===== src/rtl/lstm_pkg.sv =====
// Shared types and constants for the LSTM layer sequencer and its datapaths.
// Latency: n/a (declarations only).
// Backpressure: n/a.
package lstm_pkg;

  localparam int INPUT_SZ        = 2;
  localparam int HIDDEN_SZ       = 8;
  localparam int OUTPUT_SZ       = 1;
  localparam int DSP48_PER_ROW_G = 2;
  localparam int DSP48_PER_ROW_M = 2;
  localparam int MAC_LAT         = 3;
  localparam int ELEM_LAT        = 4;

  // Fixed-point format used by the MAC and elementwise datapaths.
  localparam int QN       = 8;
  localparam int QM       = 8;
  localparam int BITWIDTH = QN + QM;

  // Ceiling log2, floored at 1 so that single-entry ranges still get a 1-bit index.
  function automatic int clog2(input int v);
    int r;
    r = 1;
    for (int i = 1; i < 31; i++) begin
      if ((1 << i) < v) r = i + 1;
    end
    return r;
  endfunction

  // Chunks per gate row and per output row.
  localparam int CG = (INPUT_SZ + HIDDEN_SZ) / DSP48_PER_ROW_G;
  localparam int CM = HIDDEN_SZ / DSP48_PER_ROW_M;

  localparam int RW = clog2(HIDDEN_SZ);
  localparam int CW = clog2(INPUT_SZ + HIDDEN_SZ);

  typedef enum logic [2:0] {
    S_IDLE,
    S_GATE,
    S_G_DRAIN,
    S_ELEM,
    S_E_DRAIN,
    S_OUT,
    S_O_DRAIN,
    S_DONE
  } state_t;

endpackage


===== src/rtl/lstm_chunk_counter.sv =====
// Nested row/chunk counter: chunk runs 0..CHUNKS-1 inside each row, rows 0..ROWS-1.
// Latency: flags are combinational from the current count; count advances on step.
// Backpressure: none; holds its position while step is low, wraps to 0 after the final chunk.
module lstm_chunk_counter #(
  parameter int ROWS   = 8,
  parameter int CHUNKS = 5,
  parameter int RW     = 3,
  parameter int KW     = 3
) (
  input  logic          clock,
  input  logic          reset,
  input  logic          step,
  output logic [RW-1:0] row,
  output logic [KW-1:0] chunk,
  output logic          first,
  output logic          last,
  output logic          done
);

  assign first = (chunk == '0);
  assign last  = (chunk == KW'(CHUNKS - 1));
  assign done  = last && (row == RW'(ROWS - 1));

  // Advance chunk within a row, then the row; the final chunk returns both to 0.
  always_ff @(posedge clock) begin
    if (reset) begin
      row   <= '0;
      chunk <= '0;
    end else if (step) begin
      if (last) begin
        chunk <= '0;
        row   <= done ? '0 : row + 1'b1;
      end else begin
        chunk <= chunk + 1'b1;
      end
    end
  end

endmodule


===== src/rtl/lstm_sequencer.sv =====
// Steps one LSTM layer through gate MACs, elementwise update and dense output per sample.
// Latency: dataReady 63 cycles after the edge that samples newSample; all outputs are registered.
// Backpressure: none; newSample is only honoured in IDLE and is otherwise dropped.
module lstm_sequencer
  import lstm_pkg::*;
(
  input  logic          clock,
  input  logic          reset,
  input  logic          newSample,
  output logic          busy,
  output logic          dataReady,
  output logic [RW-1:0] rowAddr,
  output logic [CW-1:0] colAddr,
  output logic          macEn,
  output logic          macClr,
  output logic          gateWr,
  output logic [RW-1:0] gateWrAddr,
  output logic          elemEn,
  output logic [RW-1:0] elemAddr,
  output logic          outStage,
  output logic          outWr,
  output logic          hSel
);

  localparam int GKW = clog2(CG);
  localparam int MKW = clog2(CM);
  localparam int ORW = clog2(OUTPUT_SZ);
  localparam int TW  = clog2(HIDDEN_SZ + MAC_LAT + ELEM_LAT);

  state_t        state_q, state_d;
  logic [TW-1:0] tmr_q, tmr_d;

  logic           g_step, g_first, g_last, g_done;
  logic [RW-1:0]  g_row;
  logic [GKW-1:0] g_chunk;
  logic           m_step, m_first, m_last, m_done;
  logic [ORW-1:0] m_row;
  logic [MKW-1:0] m_chunk;

  logic          busy_c, mac_en_c, mac_clr_c, elem_en_c, out_stage_c, done_c;
  logic          g_last_c, m_last_c;
  logic [RW-1:0] row_c, elem_addr_c;
  logic [CW-1:0] col_c;

  logic                gate_last_q, out_last_q;
  logic [MAC_LAT-1:0]  gwr_dly, owr_dly;
  logic [RW-1:0]       gaddr_dly [MAC_LAT];

  lstm_chunk_counter #(.ROWS(HIDDEN_SZ), .CHUNKS(CG), .RW(RW), .KW(GKW)) u_gate_cnt (
    .clock(clock), .reset(reset), .step(g_step),
    .row(g_row), .chunk(g_chunk), .first(g_first), .last(g_last), .done(g_done)
  );

  lstm_chunk_counter #(.ROWS(OUTPUT_SZ), .CHUNKS(CM), .RW(ORW), .KW(MKW)) u_out_cnt (
    .clock(clock), .reset(reset), .step(m_step),
    .row(m_row), .chunk(m_chunk), .first(m_first), .last(m_last), .done(m_done)
  );

  // State and stage timer registers.
  always_ff @(posedge clock) begin
    if (reset) begin
      state_q <= S_IDLE;
      tmr_q   <= '0;
    end else begin
      state_q <= state_d;
      tmr_q   <= tmr_d;
    end
  end

  // Next-state and per-cycle control decode; timer-driven stages exit with the timer back at 0.
  always_comb begin
    state_d     = state_q;
    tmr_d       = tmr_q;
    g_step      = 1'b0;
    m_step      = 1'b0;
    busy_c      = (state_q != S_IDLE);
    mac_en_c    = 1'b0;
    mac_clr_c   = 1'b0;
    row_c       = '0;
    col_c       = '0;
    elem_en_c   = 1'b0;
    elem_addr_c = '0;
    out_stage_c = 1'b0;
    g_last_c    = 1'b0;
    m_last_c    = 1'b0;
    done_c      = 1'b0;
    case (state_q)
      S_IDLE: begin
        if (newSample) state_d = S_GATE;
      end
      S_GATE: begin
        g_step    = 1'b1;
        mac_en_c  = 1'b1;
        mac_clr_c = g_first;
        row_c     = g_row;
        col_c     = CW'(int'(g_chunk) * DSP48_PER_ROW_G);
        g_last_c  = g_last;
        if (g_done) state_d = S_G_DRAIN;
      end
      S_G_DRAIN: begin
        if (tmr_q == TW'(MAC_LAT - 1)) begin
          tmr_d   = '0;
          state_d = S_ELEM;
        end else begin
          tmr_d = tmr_q + 1'b1;
        end
      end
      S_ELEM: begin
        elem_en_c   = 1'b1;
        elem_addr_c = RW'(tmr_q);
        if (tmr_q == TW'(HIDDEN_SZ - 1)) begin
          tmr_d   = '0;
          state_d = S_E_DRAIN;
        end else begin
          tmr_d = tmr_q + 1'b1;
        end
      end
      S_E_DRAIN: begin
        if (tmr_q == TW'(ELEM_LAT - 1)) begin
          tmr_d   = '0;
          state_d = S_OUT;
        end else begin
          tmr_d = tmr_q + 1'b1;
        end
      end
      S_OUT: begin
        m_step      = 1'b1;
        mac_en_c    = 1'b1;
        mac_clr_c   = m_first;
        out_stage_c = 1'b1;
        row_c       = RW'(m_row);
        col_c       = CW'(int'(m_chunk) * DSP48_PER_ROW_M);
        m_last_c    = m_last;
        if (m_done) state_d = S_O_DRAIN;
      end
      S_O_DRAIN: begin
        if (tmr_q == TW'(MAC_LAT - 1)) begin
          tmr_d   = '0;
          state_d = S_DONE;
        end else begin
          tmr_d = tmr_q + 1'b1;
        end
      end
      S_DONE: begin
        done_c  = 1'b1;
        state_d = S_IDLE;
      end
      default: state_d = S_IDLE;
    endcase
  end

  // Output registers plus the MAC_LAT-deep row-result strobe delay lines (MAC_LAT >= 2).
  always_ff @(posedge clock) begin
    if (reset) begin
      busy        <= 1'b0;
      dataReady   <= 1'b0;
      rowAddr     <= '0;
      colAddr     <= '0;
      macEn       <= 1'b0;
      macClr      <= 1'b0;
      elemEn      <= 1'b0;
      elemAddr    <= '0;
      outStage    <= 1'b0;
      hSel        <= 1'b0;
      gate_last_q <= 1'b0;
      out_last_q  <= 1'b0;
      gwr_dly     <= '0;
      owr_dly     <= '0;
      for (int i = 0; i < MAC_LAT; i++) gaddr_dly[i] <= '0;
    end else begin
      busy        <= busy_c;
      dataReady   <= done_c;
      rowAddr     <= row_c;
      colAddr     <= col_c;
      macEn       <= mac_en_c;
      macClr      <= mac_clr_c;
      elemEn      <= elem_en_c;
      elemAddr    <= elem_addr_c;
      outStage    <= out_stage_c;
      if (done_c) hSel <= ~hSel;
      gate_last_q <= g_last_c;
      out_last_q  <= m_last_c;
      gwr_dly     <= {gwr_dly[MAC_LAT-2:0], gate_last_q};
      owr_dly     <= {owr_dly[MAC_LAT-2:0], out_last_q};
      gaddr_dly[0] <= rowAddr;
      for (int i = 1; i < MAC_LAT; i++) gaddr_dly[i] <= gaddr_dly[i-1];
    end
  end

  assign gateWr     = gwr_dly[MAC_LAT-1];
  assign gateWrAddr = gaddr_dly[MAC_LAT-1];
  assign outWr      = owr_dly[MAC_LAT-1];

endmodule


===== config.mk =====
export PLATFORM = sky130hd
export DESIGN_NAME = lstm_sequencer
export DESIGN_NICKNAME = d
export VERILOG_FILES = /design/src/rtl/lstm_pkg.sv /design/src/rtl/lstm_chunk_counter.sv /design/src/rtl/lstm_sequencer.sv
export SDC_FILE = /design/constraint.sdc
export NUM_CORES = 1
export LEC_CHECK = 0
export ABC_AREA = 1
export ABC_CLOCK_PERIOD_IN_PS = 2500
export CAP_MARGIN = 5
export CORE_ASPECT_RATIO = 0.9
export CORE_MARGIN = 10
export CORE_UTILIZATION = 40
export CTS_CLUSTER_SIZE = 14
export DETAILED_ROUTE_END_ITERATION = 10
export PLACE_DENSITY = 0.7
export SYNTH_ARGS = -nofsm -noshare
export SYNTH_HDL_FRONTEND = slang
export SYNTH_HIERARCHICAL = 1
export SYNTH_SLANG_ARGS = --single-unit

===== constraint.sdc =====
create_clock -name clock -period 2.5 [get_ports clock]
set_input_delay 0.5 -clock clock [delete_from_list [all_inputs] [get_ports clock]]
set_output_delay 0.5 -clock clock [all_outputs]
set_load 0.005 [all_outputs]

After elaboration in Yosys (flattened, before gate mapping)
Memories as Yosys holds them, arrays and structs flattened.
Index checks and enable logic that the tools add are counted.

word-level totals
  register bits = 41
  bits in latches = 0
  memory bits (writable) = 9
  ROM bits = 0
  bits of input ports = 3
  output and inout bits = 22
  logic and storage cells = 99
  memories kept = 1

memory list
  memory     words  width  read ports  clocked after memory_dff  write ports  line                  text
  gaddr_dly  3      3      3           0                         3            lstm_sequencer.sv:47  logic [RW-1:0] gaddr_dly [MAC_LAT];

cells by class
  $add $sub $neg = 5
  multipliers = 0
  divide/modulo/power cells = 0
  order comparisons = 0
  equal/unequal tests = 20
  shifts and indexed selects = 0
  mux-type cells = 30
  bitwise operators = 8
  reductions and logical operators = 15

operators with widths
  operator                                                                  count
  3-bit two-way mux                                                         12
  3-bit case mux with 8 select lines                                        1
  3-bit equality test (second input constant)                               6
  4-bit two-way mux                                                         3
  4-bit case mux with 3 select lines                                        1
  2-bit inequality test (second input constant)                             5
  2-bit OR reduction                                                        5
  1-bit two-way mux                                                         9
  4-bit by 2-bit equality test with 1-bit output (second input constant)    2
  4-bit case mux with 2 select lines                                        1
  7-bit AND reduction                                                       1
  3-bit by 1-bit adder with 3-bit output (second input constant)            2
  3-bit by 2-bit equality test with 1-bit output (second input constant)    2
  3-bit logical NOT                                                         2
  3-bit case mux with 2 select lines                                        1
  3-bit nonzero test                                                        2
  1-bit inverter                                                            5
  4-bit by 1-bit adder with 4-bit output (second input constant)            1
  4-bit by 3-bit equality test with 1-bit output (second input constant)    1
  2-bit by 1-bit inequality test with 1-bit output (second input constant)  2
  2-bit AND reduction                                                       2
  3-bit by 1-bit equality test with 1-bit output (second input constant)    1
  1-bit bitwise OR                                                          3
  2-bit by 1-bit adder with 2-bit output (second input constant)            1
  6 further kinds                                                           7

Logic depth before layout (Yosys ltp)
Gate-level depths: netlist of the first run.

  depth after elaboration = 4
  depth in mapped cells = 12
  mapped depth without buffers = 12

By module
Netlist of the first run, hierarchy kept.

by module, submodules not included
  module                           times used  cells each  area each (um2)  seq. area each (um2)
  lstm_sequencer                   1           186         1463.9           800.8
  lstm_chunk_counter (u_gate_cnt)  1           52          341.6            120.1
  lstm_chunk_counter (u_out_cnt)   1           24          177.7            60.1

Least setup slack after synthesis of the first run
OpenSTA, ideal clock, no wires.

  path type = register to register
  from = register u_gate_cnt.row[0]
  to = register state_q[1]
  setup time = 0.113 ns
  data arrival time = 1.285 ns
  data required time = 2.387 ns
  setup slack = 1.102 ns
  cell stages (with the launch flop) = 12
  path buffers = 0
  period minus slack after synthesis = 1.398 ns
  cell sequence = dfxtp_1 -> ha_1 -> ha_1 -> inv_1 -> nor2_1 -> inv_1 -> nand3_1 -> nand2_1 -> nor2_1 -> nand2_1 -> nor2_1 -> nor2_1

between the ends
  cells in the longest elaborated chain, start to end = 4

ends and longest elaborated chain
  element                                                     line                      text
  from (decl)                                                 lstm_chunk_counter.sv:13  output logic [RW-1:0] row,
  from (signal assigned)                                      lstm_chunk_counter.sv:32  row <= done ? '0 : row + 1'b1;
  3-bit equality test                                         lstm_chunk_counter.sv:22  assign done = last && (row == RW'(ROWS - 1));
  1-bit logical AND                                           lstm_chunk_counter.sv:22
  via g_done                                                  lstm_sequencer.sv:33      logic g_step, g_first, g_last, g_done;
  2-bit by 1-bit inequality test with 1-bit output (no line)  -
  7-bit AND reduction (no line)                               -
  to (signal assigned)                                        lstm_sequencer.sv:65      state_q <= state_d;
  to (decl)                                                   lstm_sequencer.sv:30      state_t state_q, state_d;

The timed path passes the listed nets, and every way through them passes these cells.
A chain may end at the register's enable or synchronous reset.

Worst setup path in the final report of the first run
  from = register hSel
  to = output port hSel

RTL lines
  element                 line                   text
  from (decl)             lstm_sequencer.sv:22   output logic hSel
  from (signal assigned)  lstm_sequencer.sv:180  if (done_c) hSel <= ~hSel;

No word-level cell between the ends.

==> flow_summary.ini, run 1 <==
[route]
postRouteAntennaNets = 0
vias_per_cell = 4.26
wl_mm = 3.26
wl_met3_um = 302
remaining_drc_errors = 0
vias = 1501
wl_met1_mm = 1.49
wl_met2_mm = 1.42
drt_first_iter_violations = 39
highest_layer = met4
wire_per_inst_um = 9.26
first_pass_iters = 4

[setup_path]
crit_chain = clkdlybuf4s50_1
worst_r2r_endpoint = u_gate_cnt/chunk[2]$_SDFFE_PP0P_
cp.required_ns = 2.00
rr_worst_depth = 7
cp_num_buf_inv = 1
r2r_start = state_q[0]$_SDFFE_PP0P_
slowest_stage = clkdlybuf4s50_1
slowest_delay_ns = 0.51
arrival_ns = 1.16
cpLargestDelayFamily = buffers and inverters
path_max_fanout = 2
crit_start = hSel$_SDFFE_PP0P_
crit_type = flip-flop to output port
cp-end-kind = output port
critPathLaunchType = flip-flop
r2r_slack_ns = 0.93

[floorplan]
die_h_um = 86.8
die_w_um = 94.2
num_rows = 24
io_pins = 25
placeableCoreArea_sq_um = 4830
initial_core_util_pct = 41.0
dieArea_sq_um = 8180

[logic_synthesis]
yosys_warnings = 6
synth_flop_cell = dfxtp_1
ys_seq_area_share_pct = 49.5
synthAdderAreaFrac_pct = 5.68
asyncSetResetFlopFracSynth_pct = 0
synth.area.mux_share_pct = 0
syn_area_sq_um = 1980
synthXorXnorAreaFrac_pct = 0.883
yosys.area_share.simple_pct = 25.9
ys_types = 20
synth_top_family_by_area = simple AND/OR/NAND/NOR gates
synth_compound_area_share_pct = 5.05
syn_inst = 262
ys_ff_latch = 49
synth_edf_count = 0
avgSynthCellArea_sq_um = 7.57
synth_fp_nets = 274

[hold_path]
min_to = owr_dly[1]$_SDFF_PP0_
holdPathStages = 2
min_from = owr_dly[0]$_SDFF_PP0_
hold_path.class = flip-flop to flip-flop

[layout]
area_growth_pct = 18.7
final_cell_mix = nor2_1 (59), inv_1 (57), dfxtp_1 (49), nand2_1 (41), clkdlybuf4s50_1 (23)
n_antenna_cell = 0
final_nets = 298
fillers = 477
layout-drive-gt1-share_pct = 6.97
layout_commonest_cell = nor2_1

[global_routing]
overflow = 0
grt_pass1_vias = 1338
grt_pass1_wl_mm = 5.58
antenna_found_initial = 0
grt_max_degree = 23
grt_use_total_pct = 8.57

[outcome]
outcome = completed

[clock_tree]
cts_buffer_depth = 2
clk_latency_ns = 0.31
ctsResizeCount = 0
clock_tree.root_cell = clkbuf_8
cts_tree = yes
cts.sinks = 49
post-cts-setup-buffers = 0
cts.clk_slew.worst_paths_ns = 0.09
cts_buffers = 5
htree_num_levels = 2
postCtsHoldBufs = 0

[power_and_ir_drop]
max-vdd-ir-drop_mv = 0.313
p_leak_nw = 1.04
power_w = 0.00180
power_density_nw_per_um2 = 766

[sta]
rsz0062_at_grt = false
layout_setup_ws_ns = 0.836
fmax_ghz = 0.601
hold_violations = 0
setup-violations-final = 0
maxSlewViolCount = 0
finalSetupTns_ns = 0
period_share_pct = 66.6
fin_skew_ns = 0.0105
period_minus_slack_ns = 1.66

[placement]
gp_congestion = 0.884
io_buffers = 23
pre_cts_ws_ns = 0.862
dp_hpwl_mm = 2.47

[run]
maxCapViolCount = 0
-- metal layers --
metal,GRT usage (%),vias to the layer above
met3,3.72,4
met2,13.3,28
met5,0,-
met1,9.08,650
li1,-,819
met4,6.21,0
-- registers in the layout (all words and copies together), names as in the netlist, 2 cells and up --
| signal | cells |
|---|---|
| u_gate_cnt/chunk | 3 |
| elemAddr | 3 |
| owr_dly | 3 |
| rowAddr | 3 |
| u_gate_cnt/row | 3 |
| tmr_q | 4 |
| gwr_dly | 3 |
| gaddr_dly | 9 |
| u_out_cnt/chunk | 2 |
| state_q | 3 |
| colAddr | 3 |
-- worst max path at each step --
| stage | slack [ns] | to | cells after the start |
|---|---|---|---|
| floorplan | 1.10 | state_q[1]$_SDFFE_PP0P_ | 11 |
| global placement | 0.89 | elemAddr[1]$_SDFF_PP0_ | 4 |
| detailed placement | 0.86 | rowAddr[2]$_SDFF_PP0_ | 4 |
| CTS | 0.81 | hSel | 1 |
| global route | 0.71 | u_gate_cnt/chunk[2]$_SDFFE_PP0P_ | 7 |
| finish | 0.84 | hSel | 1 |
-- power breakdown --
part | switching (W) | internal, W | leakage [nW]
clock network | 0.000274 | 0.000202 | 0.0447
logic | 0.000251 | 0.000165 | 0.599
registers | 0.0000653 | 0.000845 | 0.396
-- synthesized netlist by cell type, drive strengths merged (2+ instances only) --
cell | instances | share of area [%]
dfxtp | 49 | 49
nand2 | 44 | 8.7
a21oi | 6 | 1.5
a22oi | 5 | 1.9
ha | 9 | 5.7
nand3 | 11 | 3.5
buf | 4 | 1.5
xor2 | 2 | 0.88
nor2 | 63 | 13
inv | 57 | 11
o21ai | 5 | 1.3
clkbuf | 3 | 0.57
-- cells by family after synthesis --
group           Yosys count
buf+inv                  64
other cells               1
simple gates            120
flops                    49
compound gates           17
xor+xnor                  2
fa+ha+maj                 9
-- layout make-up --
type / count / area, sq um / area share (%)
multi-input combinational: 149 / 747 / 31.7
tap: 65 / 81.3 / 3.45
clock inverter: 3 / 25.0 / 1.06
timing repair buffer: 24 / 238 / 10.1
clock buffer: 5 / 68.8 / 2.92
sequential: 49 / 981 / 41.7
inverter: 57 / 214 / 9.09
-- through the flow --
step                instance area, sq um  cells  util (%)  hold slack [ns]
floorplan                           1980    262         -            0.388
global placement                    2260    344      46.8            0.390
detailed placement                  2260    344      46.8            0.393
CTS                                 2350    352      48.7            0.407
global route                        2350    352      48.7            0.423
finish                              2350    352      48.7            0.401
Power figures use the tool's default switching activity.
==> run 2, diff against run 1 <==
- ABC_CLOCK_PERIOD_IN_PS: 2500 -> 1600
- clock period: 2.5 -> 1.6 ns (I/O delays scaled with it)
==> run 2 against run 1 <==
- sequential cell count unchanged
- register-to-register slack got worse by 0.80 ns
- sequential power increased by 56%
- wire length increased by 8.6%
- first-iteration DRC count increased by 15%
- via count increased by 1.3%
- total power increased by 68%
- clock power increased by 83%
- worst setup slack got worse by 0.72 ns
- clock skew decreased by 0.0082 ns
- non-clock buffer count increased by 5
- sequential share of layout area decreased by 1.7 points
==> flow_summary.ini, run 2 (same netlist as run 1, synthesis figures left out) <==
[global_routing]
grt_pass1_wl_mm = 5.89
grt_use_total_pct = 9.00
overflow = 0
grt_max_degree = 28
grt_pass1_vias = 1403
antenna_found_initial = 0

[clock_tree]
cts_buffers = 5
htree_num_levels = 2
cts.sinks = 49
clock_tree.root_cell = clkbuf_8
cts_tree = yes
postCtsHoldBufs = 0
clk_latency_ns = 0.30
cts.clk_slew.worst_paths_ns = 0.08
cts_buffer_depth = 2

[layout]
n_antenna_cell = 0
final_cell_mix = inv_1 (57), nor2_1 (57), dfxtp_1 (46), nand2_1 (41), clkdlybuf4s50_1 (23)
instances_no_fill = 357
area_growth_pct = 24.2
largestRegisters = gaddr_dly x9, tmr_q x4
layout-drive-gt1-share_pct = 11.3
top_register = gaddr_dly
largest_reg_flops = 9
finish.utilization_pct = 51.0
final_nets = 303

[route]
postRouteAntennaNets = 0
first_pass_iters = 4
vias_per_cell = 4.26
remaining_drc_errors = 0
vias = 1521
wire_per_inst_um = 9.92
drt_first_iter_violations = 45
wl_mm = 3.54

[sta]
hold_violations = 0
maxSlewViolCount = 0
fin_skew_ns = 0.00233
finalSetupTns_ns = 0
fmax_ghz = 0.673
period_share_pct = 92.8
period_minus_slack_ns = 1.49
setup-violations-final = 0

[setup_path]
crit_type = flip-flop to output port
slowest_stage = clkdlybuf4s50_1
rr_worst_depth = 9
crit_chain = clkdlybuf4s50_1
slowest_delay_ns = 0.51
cp.depth = 1
cp.required_ns = 1.28
critPathLaunchType = flip-flop
cp_num_buf_inv = 1
path_max_fanout = 2
arrival_ns = 1.17
cp-end-kind = output port
cpLargestDelayFamily = buffers and inverters

[power_and_ir_drop]
p_leak_nw = 1.08
max-vdd-ir-drop_mv = 0.564
power_density_nw_per_um2 = 1230

[run]
maxCapViolCount = 0

[floorplan]
placeableCoreArea_sq_um = 4830
die_w_um = 94.2
dieArea_sq_um = 8180
die_h_um = 86.8
io_pins = 25
initial_core_util_pct = 41.0
num_rows = 24

[outcome]
outcome = completed

[placement]
gp_congestion = 0.866
dp_hpwl_mm = 2.50
dp_cells = 348
io_buffers = 23

[hold_path]
holdPathStages = 2
hold_path.class = flip-flop to flip-flop
run 2: changes by cell type in the layout (fill, tap and decap cells not counted), moves of 2 or more:
cell and delta:
buf_4 +4, dfxtp_1 -3, dfxtp_2 +3, ha_1 -3, ha_4 +2, nor2_1 -2, nor2_2 +2
run 2: repair_timing:
item,in CTS,in global routing
gates resized for setup,0,11
setup buffers,0,1
endpoints found under the setup margin,0,3
run 2: final cells by class:
type                    instances  area (sq um)
inverters                      57           214
clock buffers                   6          72.6
well taps                      65          81.3
repair buffers                 29           288
multi-input cells             149           785
fillers                       457          2370
clock inverters                 2          38.8
flip-flops and latches         49           985
run 2: worst paths after layout:
check / endpoint / slack, ns / start
setup / recovery: hSel / 0.11 / hSel$_SDFFE_PP0P_
hold / removal: gwr_dly[2]$_SDFF_PP0_ / 0.40 / gwr_dly[1]$_SDFF_PP0_
setup reg to reg: state_q[1]$_SDFFE_PP0P_ / 0.13 / state_q[2]$_SDFFE_PP0P_
hold reg to reg: gwr_dly[2]$_SDFF_PP0_ / 0.40 / gwr_dly[1]$_SDFF_PP0_
run 2: through the flow:
step	power (W)	instance area (sq um)	hold slack (ns)	setup slack, ns
floorplan	0.00191	1980	0.388	0.202
global placement	0.00214	2300	0.389	0.136
detailed placement	0.00216	2300	0.392	0.0709
CTS	0.00304	2410	0.405	0.0294
global route	0.00325	2460	0.422	-0.0409
finish	0.00303	2460	0.403	0.115
run 2: per-layer routing:
layer  track usage [%]  wire length (um)  part of all wire (%)  vias to the layer above
li1                  -                 -                     -                      823
met1              9.89              1590                    45                      662
met2              14.8              1590                    45                       26
met3              3.20               255                   7.2                       10
met4              4.97                97                   2.7                        0
met5                 0                 0                     0                        -
run 2: worst min-delay path, delay by kind of cell (launching register included):
kind	cells	cell delay, ns
buffers and inverters	1	0.04
DFF	1	0.30
and+or+nand+nor	1	0.03
run 2: where the power goes:
group	internal (W)	switching [W]	total, W
Clock	0.000469	0.000402	0.000871
Combinational	0.000311	0.000431	0.000742
Sequential	0.00132	0.0000928	0.00142
==> run 3, diff against run 2 <==
- CORE_MARGIN: 10 -> 2
==> run 3 against run 2 <==
- largest power group unchanged
- wire length down 7.6%
- combinational power up 3.6%
- critical path depth unchanged
==> flow_summary.ini, run 3 (same netlist as run 1, synthesis figures left out) <==
[layout]
layout-drive-gt1-share_pct = 11.9
finish.utilization_pct = 51.5
top_register = gaddr_dly
largest_reg_flops = 9
fillers = 465
n_antenna_cell = 0
layout_commonest_cell = nor2_1
final_cell_mix = nor2_1 (58), inv_1 (55), dfxtp_1 (47), nand2_1 (41), clkdlybuf4s50_1 (23)
instances_no_fill = 358
largestRegisters = gaddr_dly x9, tmr_q x4
area_growth_pct = 24.7
final_nets = 304

[floorplan]
dieArea_sq_um = 5540
initial_core_util_pct = 41.3
io_pins = 25
placeableCoreArea_sq_um = 4800
num_rows = 24
die_h_um = 70.8
die_w_um = 78.2

[route]
first_pass_iters = 4
postRouteAntennaNets = 0
drt_first_iter_violations = 59
wl_mm = 3.27
wire_per_inst_um = 9.14
vias_per_cell = 4.16
vias = 1489
remaining_drc_errors = 0

[setup_path]
critPathLaunchType = flip-flop
worst_r2r_endpoint = state_q[1]$_SDFFE_PP0P_
slowest_delay_ns = 0.50
r2r_slack_ns = 0.16
cp_num_buf_inv = 1
cpLargestDelayFamily = buffers and inverters
path_max_fanout = 2
crit_type = flip-flop to output port
rr_worst_depth = 9
cp.required_ns = 1.28
r2r_start = state_q[2]$_SDFFE_PP0P_
arrival_ns = 1.14
cp-end-kind = output port
crit_chain = clkdlybuf4s50_1
slowest_stage = clkdlybuf4s50_1

[placement]
dp_hpwl_mm = 2.35
io_buffers = 23
gp_congestion = 0.869
dp_cells = 348
pre_cts_ws_ns = 0.0113

[sta]
setup-violations-final = 0
layout_setup_ws_ns = 0.135
fmax_ghz = 0.683
period_minus_slack_ns = 1.46
hold_violations = 0
finalSetupTns_ns = 0
fin_skew_ns = 0.00169
maxSlewViolCount = 0
period_share_pct = 91.5

[power_and_ir_drop]
power_w = 0.00309
comb_power_share_pct = 24.9
max-vdd-ir-drop_mv = 0.604
clkPwrFrac_pct = 29.4
power_density_nw_per_um2 = 1250
p_leak_nw = 1.08
netSwitchingPower_w = 0.000932
netSwitchingFraction_pct = 30.2
sequentialPowerShare_pct = 45.7
intPower_w = 0.00216

[hold_path]
min_from = gaddr_dly[0][3]$_SDFF_PP0_
holdPathStages = 2
hold_path.class = flip-flop to flip-flop
min_to = gaddr_dly[0][6]$_SDFF_PP0_

[global_routing]
busiest_layer = met2
grt_pass1_vias = 1444
grt_use_total_pct = 13.2
antenna_found_initial = 0
use_met2_pct = 21.9
grt_max_degree = 23
grt_pass1_wl_mm = 5.81
use_met3_pct = 3.57
use_met1_pct = 15.5
overflow = 0

[clock_tree]
htree_num_levels = 2
clk_latency_ns = 0.30
cts.sinks = 49
cts_buffers = 5
clock_tree.root_cell = clkbuf_8
cts_buffer_depth = 2
cts.clk_slew.worst_paths_ns = 0.08
cts_tree = yes

[outcome]
outcome = completed

[run]
maxCapViolCount = 0
## run 3: area by class of cell
cell class | instances | area (sq um) | area share [%]
sequential | 49 | 983 | 39.8
multi-input combinational | 149 | 792 | 32.0
timing repair buffer | 30 | 283 | 11.4
inverter | 57 | 214 | 8.65
clock buffer | 6 | 82.6 | 3.34
tap | 65 | 81.3 | 3.29
clock inverter | 2 | 37.5 | 1.52
## run 3: worst max-delay path by stage
stage	slack, ns	depth (start not counted)	to	startpoint
floorplan	0.20	11	state_q[1]$_SDFFE_PP0P_	u_gate_cnt/row[0]$_SDFFE_PP0P_
global placement	0.08	11	state_q[1]$_SDFFE_PP0P_	u_gate_cnt/row[0]$_SDFFE_PP0P_
detailed placement	0.01	12	state_q[1]$_SDFFE_PP0P_	u_gate_cnt/row[0]$_SDFFE_PP0P_
CTS	0.03	12	state_q[1]$_SDFFE_PP0P_	u_gate_cnt/row[1]$_SDFFE_PP0P_
global route	-0.02	12	state_q[1]$_SDFFE_PP0P_	u_gate_cnt/chunk[0]$_SDFFE_PP0P_
finish	0.14	1	hSel	hSel$_SDFFE_PP0P_
## run 3: power by group through the flow
stage                     Sequential, W  Clock [W]  Combinational (W)
final                           0.00141   0.000908           0.000769
after global routing            0.00143   0.000982           0.000892
after CTS                       0.00141   0.000944           0.000721
after detailed placement        0.00144          0           0.000716
after global placement          0.00144          0           0.000696
after floorplan                 0.00143          0           0.000480
## run 3: timing repair
action | CTS | global route
gates cloned | 0 | 0
setup endpoints to repair | 1 | 3
pin swaps | 0 | 5
buffers inserted | 0 | 2
gates resized for setup | 1 | 11
hold buffers | 0 | 0
## run 3: routing by layer
layer	up-vias	routed length (um)
met2	27	1450
li1	822	-
met4	0	85
met1	632	1600
met3	8	129
met5	-	0
## run 3: through the flow
stage | area [sq um] | hold slack, ns
5_1_grt | 2470 | 0.420
6_report | 2470 | 0.402
3_3_place_gp | 2290 | 0.390
3_5_place_dp | 2290 | 0.392
4_1_cts | 2410 | 0.404
2_1_floorplan | 1980 | 0.388
